<file path="src/rtl/reg_alu_sequencer.sv">
// rtl/reg_alu_sequencer.sv - multi-cycle register-register execute stage
// Reads B through the register file's shared read port and A from the R0 tap, then writes the result back to rd.
module reg_alu_sequencer #(
  parameter int WIDTH = 16,
  parameter int SELW  = 3
) (
  input  logic             clk,
  input  logic             rst,
  input  logic             start,
  input  logic [2:0]       opcode,
  input  logic [SELW-1:0]  rd,
  input  logic [SELW-1:0]  rs,
  output logic             busy,
  output logic             done,
  output logic             flag_z,
  output logic             flag_c,
  output logic [SELW-1:0]  rf_sel_out,
  output logic             rf_output_enable,
  input  logic [WIDTH-1:0] rf_data_out,
  input  logic [WIDTH-1:0] rf_regA,
  output logic [SELW-1:0]  rf_sel_in,
  output logic [WIDTH-1:0] rf_data_in,
  output logic             rf_write_enable
);

  typedef enum logic [1:0] {IDLE, READ, EXEC, WRITE} state_t;

  localparam logic [2:0] OP_ADD = 3'd0;
  localparam logic [2:0] OP_SUB = 3'd1;
  localparam logic [2:0] OP_AND = 3'd2;
  localparam logic [2:0] OP_OR  = 3'd3;
  localparam logic [2:0] OP_XOR = 3'd4;
  localparam logic [2:0] OP_MOV = 3'd5;
  localparam logic [2:0] OP_SHL = 3'd6;
  localparam logic [2:0] OP_CMP = 3'd7;

  state_t           state;
  logic [2:0]       op_q;
  logic [SELW-1:0]  rd_q;
  logic [SELW-1:0]  rs_q;
  logic [WIDTH-1:0] b_q;
  logic [WIDTH-1:0] result_q;

  logic [WIDTH:0]   alu_wide;
  logic [WIDTH-1:0] alu_res;
  logic             alu_c;

  // Strobes come straight from the state register so an async reset drops them at once.
  assign rf_output_enable = (state == READ);
  assign rf_write_enable  = (state == WRITE);
  assign rf_sel_out       = rs_q;
  assign rf_sel_in        = rd_q;
  assign rf_data_in       = result_q;

  always_comb begin
    alu_wide = '0;
    alu_res  = '0;
    alu_c    = 1'b0;
    case (op_q)
      OP_ADD: begin
        alu_wide = {1'b0, rf_regA} + {1'b0, b_q};
        alu_res  = alu_wide[WIDTH-1:0];
        alu_c    = alu_wide[WIDTH];
      end
      OP_SUB, OP_CMP: begin
        // Top bit of the widened difference is the unsigned borrow.
        alu_wide = {1'b0, rf_regA} - {1'b0, b_q};
        alu_res  = alu_wide[WIDTH-1:0];
        alu_c    = alu_wide[WIDTH];
      end
      OP_AND: alu_res = rf_regA & b_q;
      OP_OR:  alu_res = rf_regA | b_q;
      OP_XOR: alu_res = rf_regA ^ b_q;
      OP_MOV: alu_res = b_q;
      OP_SHL: begin
        alu_res = {rf_regA[WIDTH-2:0], 1'b0};
        alu_c   = rf_regA[WIDTH-1];
      end
      default: alu_res = '0;
    endcase
  end

  always_ff @(posedge clk or posedge rst) begin
    if (rst) begin
      state    <= IDLE;
      busy     <= 1'b0;
      done     <= 1'b0;
      flag_z   <= 1'b0;
      flag_c   <= 1'b0;
      op_q     <= '0;
      rd_q     <= '0;
      rs_q     <= '0;
      b_q      <= '0;
      result_q <= '0;
    end else begin
      done <= 1'b0;
      case (state)
        IDLE: begin
          if (start) begin
            op_q  <= opcode;
            rd_q  <= rd;
            rs_q  <= rs;
            busy  <= 1'b1;
            state <= READ;
          end
        end
        READ: begin
          b_q   <= rf_data_out;
          state <= EXEC;
        end
        EXEC: begin
          result_q <= alu_res;
          flag_z   <= (alu_res == '0);
          flag_c   <= alu_c;
          if (op_q == OP_CMP) begin
            busy  <= 1'b0;
            done  <= 1'b1;
            state <= IDLE;
          end else begin
            state <= WRITE;
          end
        end
        WRITE: begin
          busy  <= 1'b0;
          done  <= 1'b1;
          state <= IDLE;
        end
        default: state <= IDLE;
      endcase
    end
  end

endmodule

</file>
<file path="config.mk">
export PLATFORM = sky130hd
export DESIGN_NAME = reg_alu_sequencer
export DESIGN_NICKNAME = d
export VERILOG_FILES = /design/src/rtl/reg_alu_sequencer.sv
export SDC_FILE = /design/constraint.sdc
export NUM_CORES = 1
export LEC_CHECK = 0
export CAP_MARGIN = 25
export CORE_ASPECT_RATIO = 2
export CORE_MARGIN = 2
export CORE_UTILIZATION = 45
export DETAILED_ROUTE_END_ITERATION = 12
export HOLD_SLACK_MARGIN = 0.05
export PLACE_DENSITY = 0.71
export SETUP_SLACK_MARGIN = 0.4
export SLEW_MARGIN = 5
export SYNTH_ARGS = -nofsm -noshare
export SYNTH_HDL_FRONTEND = slang
export SYNTH_SLANG_ARGS = --single-unit
</file>
<file path="constraint.sdc">
create_clock -name clk -period 3.05 [get_ports clk]
set_input_delay 0.61 -clock clk [delete_from_list [all_inputs] [get_ports clk]]
set_output_delay 0.61 -clock clk [all_outputs]
set_load 0.1 [all_outputs]
</file>
; Word level (Yosys, flattened, before mapping)
; Index checks and enable logic that the tools add are counted.
[totals]
input_bits = 44
latchBits = 0
rom_bits = 0
mem_bits_rw = 0
wordCells = 44
n_memories = 0
output_inout_bits = 28
register_bits = 47
[classes]
multipliers = 0
shift = 0
n_bitwise = 3
n_addsub = 2
n_lt_le_gt_ge = 0
eq_ne = 12
n_reduce_logical = 7
n_div = 0
mux = 10
[op_table]
columns = op, count
row1 = 16-bit case mux with 7 select lines, 1
row2 = 16-bit by 16-bit adder with 17-bit output, 1
row3 = 16-bit by 16-bit subtractor with 17-bit output, 1
row4 = 16-bit bitwise AND, 1
row5 = 16-bit zero test, 1
row6 = 16-bit bitwise OR, 1
row7 = 16-bit XOR, 1
row8 = "3-bit equality test, second input constant", 4
row9 = 2-bit case mux with 4 select lines, 1
row10 = "3-bit by 2-bit equality test with 1-bit output, second input constant", 2
row11 = 1-bit case mux with 3 select lines, 2
row12 = "2-bit equality test, second input constant", 2
row13 = 2-bit two-way mux, 2
row14 = "2-bit != test, second input constant", 2
row15 = "3-bit by 1-bit equality test with 1-bit output, second input constant", 1
row16 = 3-bit zero test, 1
row17 = 1-bit two-way mux, 3
row18 = 3-bit AND reduction, 1
row19 = 3-bit nonzero test, 1
row20 = "2-bit by 1-bit equality test with 1-bit output, second input constant", 1
row21 = 2-bit zero test, 1
row22 = 1-bit case mux with 2 select lines, 1
row23 = 2-bit AND reduction, 1
row24 = 2-bit OR reduction, 1

; Depth between registers and ports, before layout
[depth]
depth_word = 4
mapped_depth = 12
mapped_depth_nobuf = 12

; Worst setup path before layout
; OpenSTA, ideal clock, no wires.
[synth_path]
path_kind = input -> register
start = in rf_regA[0]
end = reg flag_z
t_arrival_ns = 3.119
setup_time_ns = 0.123
setup_slack_ns = -0.192
required_ns = 2.927
path_stages = 12
path_buffers = 0
cell_sequence = inv_1 ha_1 fa_1 or2_1 a221oi_2 o22ai_1 o31ai_1 mux2_2 a32o_1 nand3_1 nor4b_2 a32o_2
[synth_via]
elab_chain_len = 3
word_cells_on_any_way = 7
classes_between = add/sub: 2 / mux: 1 / bitwise: 3 / reduce/logical: 1
[synth_lines]
columns = element, line
row1 = start: declaration, 20  ; input logic [WIDTH-1:0] rf_regA,
row2 = "16-bit by 16-bit subtractor with 17-bit output, or another cell as far along", 67  ; alu_wide = {1'b0, rf_regA} - {1'b0, b_q};
row3 = 16-bit case mux with 7 select lines *, 59  ; case (op_q)
row4 = 16-bit zero test *, 113  ; flag_z <= (alu_res == '0);
row5 = end signal: assignment, 113
row6 = end: declaration, 15  ; output logic flag_z,
; Every way passes the cells marked *; elsewhere a longest branch is shown, timed or not.
; A chain may end at the register's enable or synchronous reset.

; Worst setup path in the final report
; Same ends and word-level chain as after synthesis.

==> impl_metrics.csv <==
group,metric,value,unit
floorplanning,die_area,11100,µm²
sta,setup_tns,-515,ps
grt,grt_pass1_wl,26.9,mm
grt,grt_overflow,0,
sta,hold_viol_final,0,
logic_synthesis,ys_top_cells_by_area,"dfrtp_1 (25%), ha_1 (13%), o21ai_0 (6.7%)",
sta,fin_ws,-178,ps
outcome,violations,"negative setup slack",
layout,design_area,7150,µm²
place,gp_congestion,0.967,
clock_network,cts_buffers,5,
logic_synthesis,yosys_warnings,0,
sta,hold_slack,483,ps
layout,nets,863,
floorplanning,io_pins,72,
hold_path,whs_path_depth,2,
logic_synthesis,synth_seq_cells,47,
place,io_buffers,71,
clock_network,clock-root-buffer,"clkbuf_16",
hold_path,holdCritStartpoint,"rf_data_in[15]$_DFFE_PP0P_",
setup_path,worstPathRequired,3290,ps
grt,first_global_vias,5252,
clock_network,worstSkewPairLatency,300,ps
sta,drv_slew,0,
floorplanning,design.core.area,10100,µm²
detailed_routing,drc,0,
logic_synthesis,syn_nets,670,
clock_network,cts_tree,"yes",
logic_synthesis,avgSynthCellArea,8.02,µm²
grt,track_usage,31.8,%
logic_synthesis,synth_edf_count,0,
detailed_routing,drt_wl_total,17.4,mm
logic_synthesis,yosys.area.top_type,"dfrtp_1",
grt,antenna_found_initial,0,
hold_path,min_path_type,"flop to flop",
setup_path,crit_path_end_kind,"flop",
logic_synthesis,syn_inst,576,
job,cap_violations,0,
clock_network,ctsHoldBuffers,0,
layout,drive_gt1_share,38.6,%
setup_path,r2r-end,"flag_z$_DFFE_PP0P_",
setup_path,startpoint,"rf_regA[0]",
floorplanning,die_h,147,µm
logic_synthesis,syn_area,4620,µm²
logic_synthesis,ys.flop_type,"dfrtp_1",
setup_path,start_kind,"input port",
detailed_routing,drt_iter0_markers,377,
clock_network,cts.sinks,47,
floorplanning,num_rows,52,
floorplanning,dieWidth,75.7,µm
logic_synthesis,synthArstFlopShare,100,%
layout,area_delta_synth_final,54.7,%
setup_path,r2r_start,"b_q[0]$_DFFE_PP0P_",
detailed_routing,vias,5204,
outcome,status,"finished, violations left",
place,dp.cells,879,
clock_network,clockBufferDepth,2,
hold_path,hold_end,"rf_data_in[15]$_DFFE_PP0P_",
clock_network,htree_levels,2,
place,dpl_cell_area,6300,µm²
sta,fin_skew,8.96,ps
setup_path,r2r_slack,-140,ps
logic_synthesis,synth_top_cell_area_share,25.4,%
place,dpl.hpwl,13.4,mm
layout,instances_no_fill,905,
setup_path,crit_fanout,3,
sta,rsz0062_at_grt,"true",
detailed_routing,wl_per_cell,19.2,µm
clock_network,clk_pin_slew,80,ps
logic_synthesis,ys_types,79,
sta,fmaxAchievable,0.310,GHz
setup_path,cp.arrival,3470,ps
detailed_routing,ant_nets,0,
grt,grt_max_degree,33,
detailed_routing,viasPerCell,5.75,
sta,worst_pin_slew,879,ps
logic_synthesis,ys_seq_area_share,25.4,%
sta,fin_crit,3230,ps
setup_path,r2r_cells,11,
sta,finalCritPeriodShare,106,%
detailed_routing,drt_first_pass_iters,6,
setup_path,path_class,"input port to flop",
sta,slew_headroom,41.3,%
layout,insertedDiodeCount,0,
floorplanning,initial_utilization,45.8,%
sta,setup_violations,4,
-- worst max-delay path: stages --
cell and delay [ps]:
buf_6 70, buf_8 110, inv_12 30, ha_4 150, fa_2 340, or2_4 250
a221oi_4 350, o211ai_1 180, a31oi_1 280, mux2_4 340, a22oi_2 140, nand3_1 120
nor4b_2 310, a32o_2 200
-- registers in the layout, summed over array words and instances (netlist names) --
signal,flops
b_q,16
busy,1
done,1
flag_c,1
flag_z,1
op_q,3
rf_data_in,16
rf_sel_in,3
rf_sel_out,3
state,2
-- routing by layer --
layer / routed length [µm] / GRT usage [%] / vias up
li1: - / - / 2463
met1: 6660 / 36.5 / 2503
met2: 9210 / 56.6 / 185
met3: 642 / 2.47 / 53
met4: 862 / 15.4 / 0
met5: 0 / 0 / -
-- synth_stat cells (all sizes together), types with 4 or more instances --
library cell / instances
a211oi: 7
a21boi: 4
a21oi: 38
a221o: 6
a221oi: 6
a22o: 4
a31oi: 8
and2: 5
buf: 13
clkbuf: 21
dfrtp: 47
ha: 48
inv: 52
mux2: 13
mux2i: 8
nand2: 73
nand2b: 12
nand3: 8
nor2: 30
nor2b: 7
nor3: 10
o211ai: 5
o21ai: 64
o221ai: 9
o22ai: 6
o31ai: 6
or3: 5
or4: 4
-- how the worst max path moves through the flow --
stage	cells after the start	slack (ps)	end
6_report	14	-180	flag_z$_DFFE_PP0P_
2_1_floorplan	12	-110	flag_z$_DFFE_PP0P_
3_5_place_dp	14	-960	flag_z$_DFFE_PP0P_
4_1_cts	14	-70	flag_z$_DFFE_PP0P_
5_1_grt	14	-290	flag_z$_DFFE_PP0P_
3_3_place_gp	14	-930	flag_z$_DFFE_PP0P_
-- layout make-up --
class / count / area [µm²]
timing repair buffer: 220 / 1830
tap: 135 / 169
fill: 827 / 2940
inverter: 52 / 213
sequential: 47 / 1180
clock buffer: 5 / 125
multi-input combinational: 443 / 3600
clock inverter: 3 / 43.8
-- through the flow --
step | worst slack [ps] | util (%)
floorplan | -107 | -
global placement | -929 | 62.5
detailed placement | -955 | 62.5
CTS | -75.0 | 69.4
global route | -287 | 70.9
finish | -178 | 70.9
-- what timing repair did --
action / 4_1_cts / 5_1_grt
resized for setup: 103 / 28
pin swaps: 38 / 17
buffers inserted: 15 / 3
setup endpoints to repair: 15 / 11
-- layout by cell type (no fill, tap or decap), types with 4 or more instances in the layout --
master | netlist | layout
buf_6 | 4 | 10
nand2_1 | 73 | 73
ha_4 | 0 | 10
a21oi_1 | 38 | 26
or3_1 | 5 | 4
nor2b_1 | 7 | 7
a221o_1 | 6 | 6
o221ai_1 | 9 | 8
mux2_2 | 11 | 10
clkbuf_16 | 0 | 5
o21ai_0 | 62 | 56
a31oi_1 | 8 | 6
ha_1 | 48 | 35
a211oi_2 | 1 | 4
a21oi_2 | 0 | 10
nand2b_1 | 12 | 11
and2_1 | 5 | 5
inv_2 | 1 | 9
o22ai_1 | 6 | 4
mux2i_1 | 8 | 8
o211ai_1 | 5 | 5
a22o_1 | 4 | 4
buf_4 | 1 | 164
nand3_1 | 8 | 7
inv_1 | 51 | 40
clkdlybuf4s50_1 | 0 | 34
dlygate4sd2_1 | 0 | 5
o21ai_1 | 2 | 5
nor3_2 | 2 | 5
nor2_1 | 30 | 27
dfrtp_1 | 47 | 46
-- kinds of logic (layout without fill, tap and decap cells) --
group,after synthesis,count (layout),share of synthesized area (%)
xor+xnor,1,1,0.190
simple gates,173,173,18.4
mux,21,21,4.98
fa+ha+maj,50,50,13.9
buf+inv,86,280,8.26
flops,47,47,25.4
compound gates,198,198,28.9
Power is not shown: default switching activity piles up to over one toggle a cycle in this logic, so the estimate is an artifact.
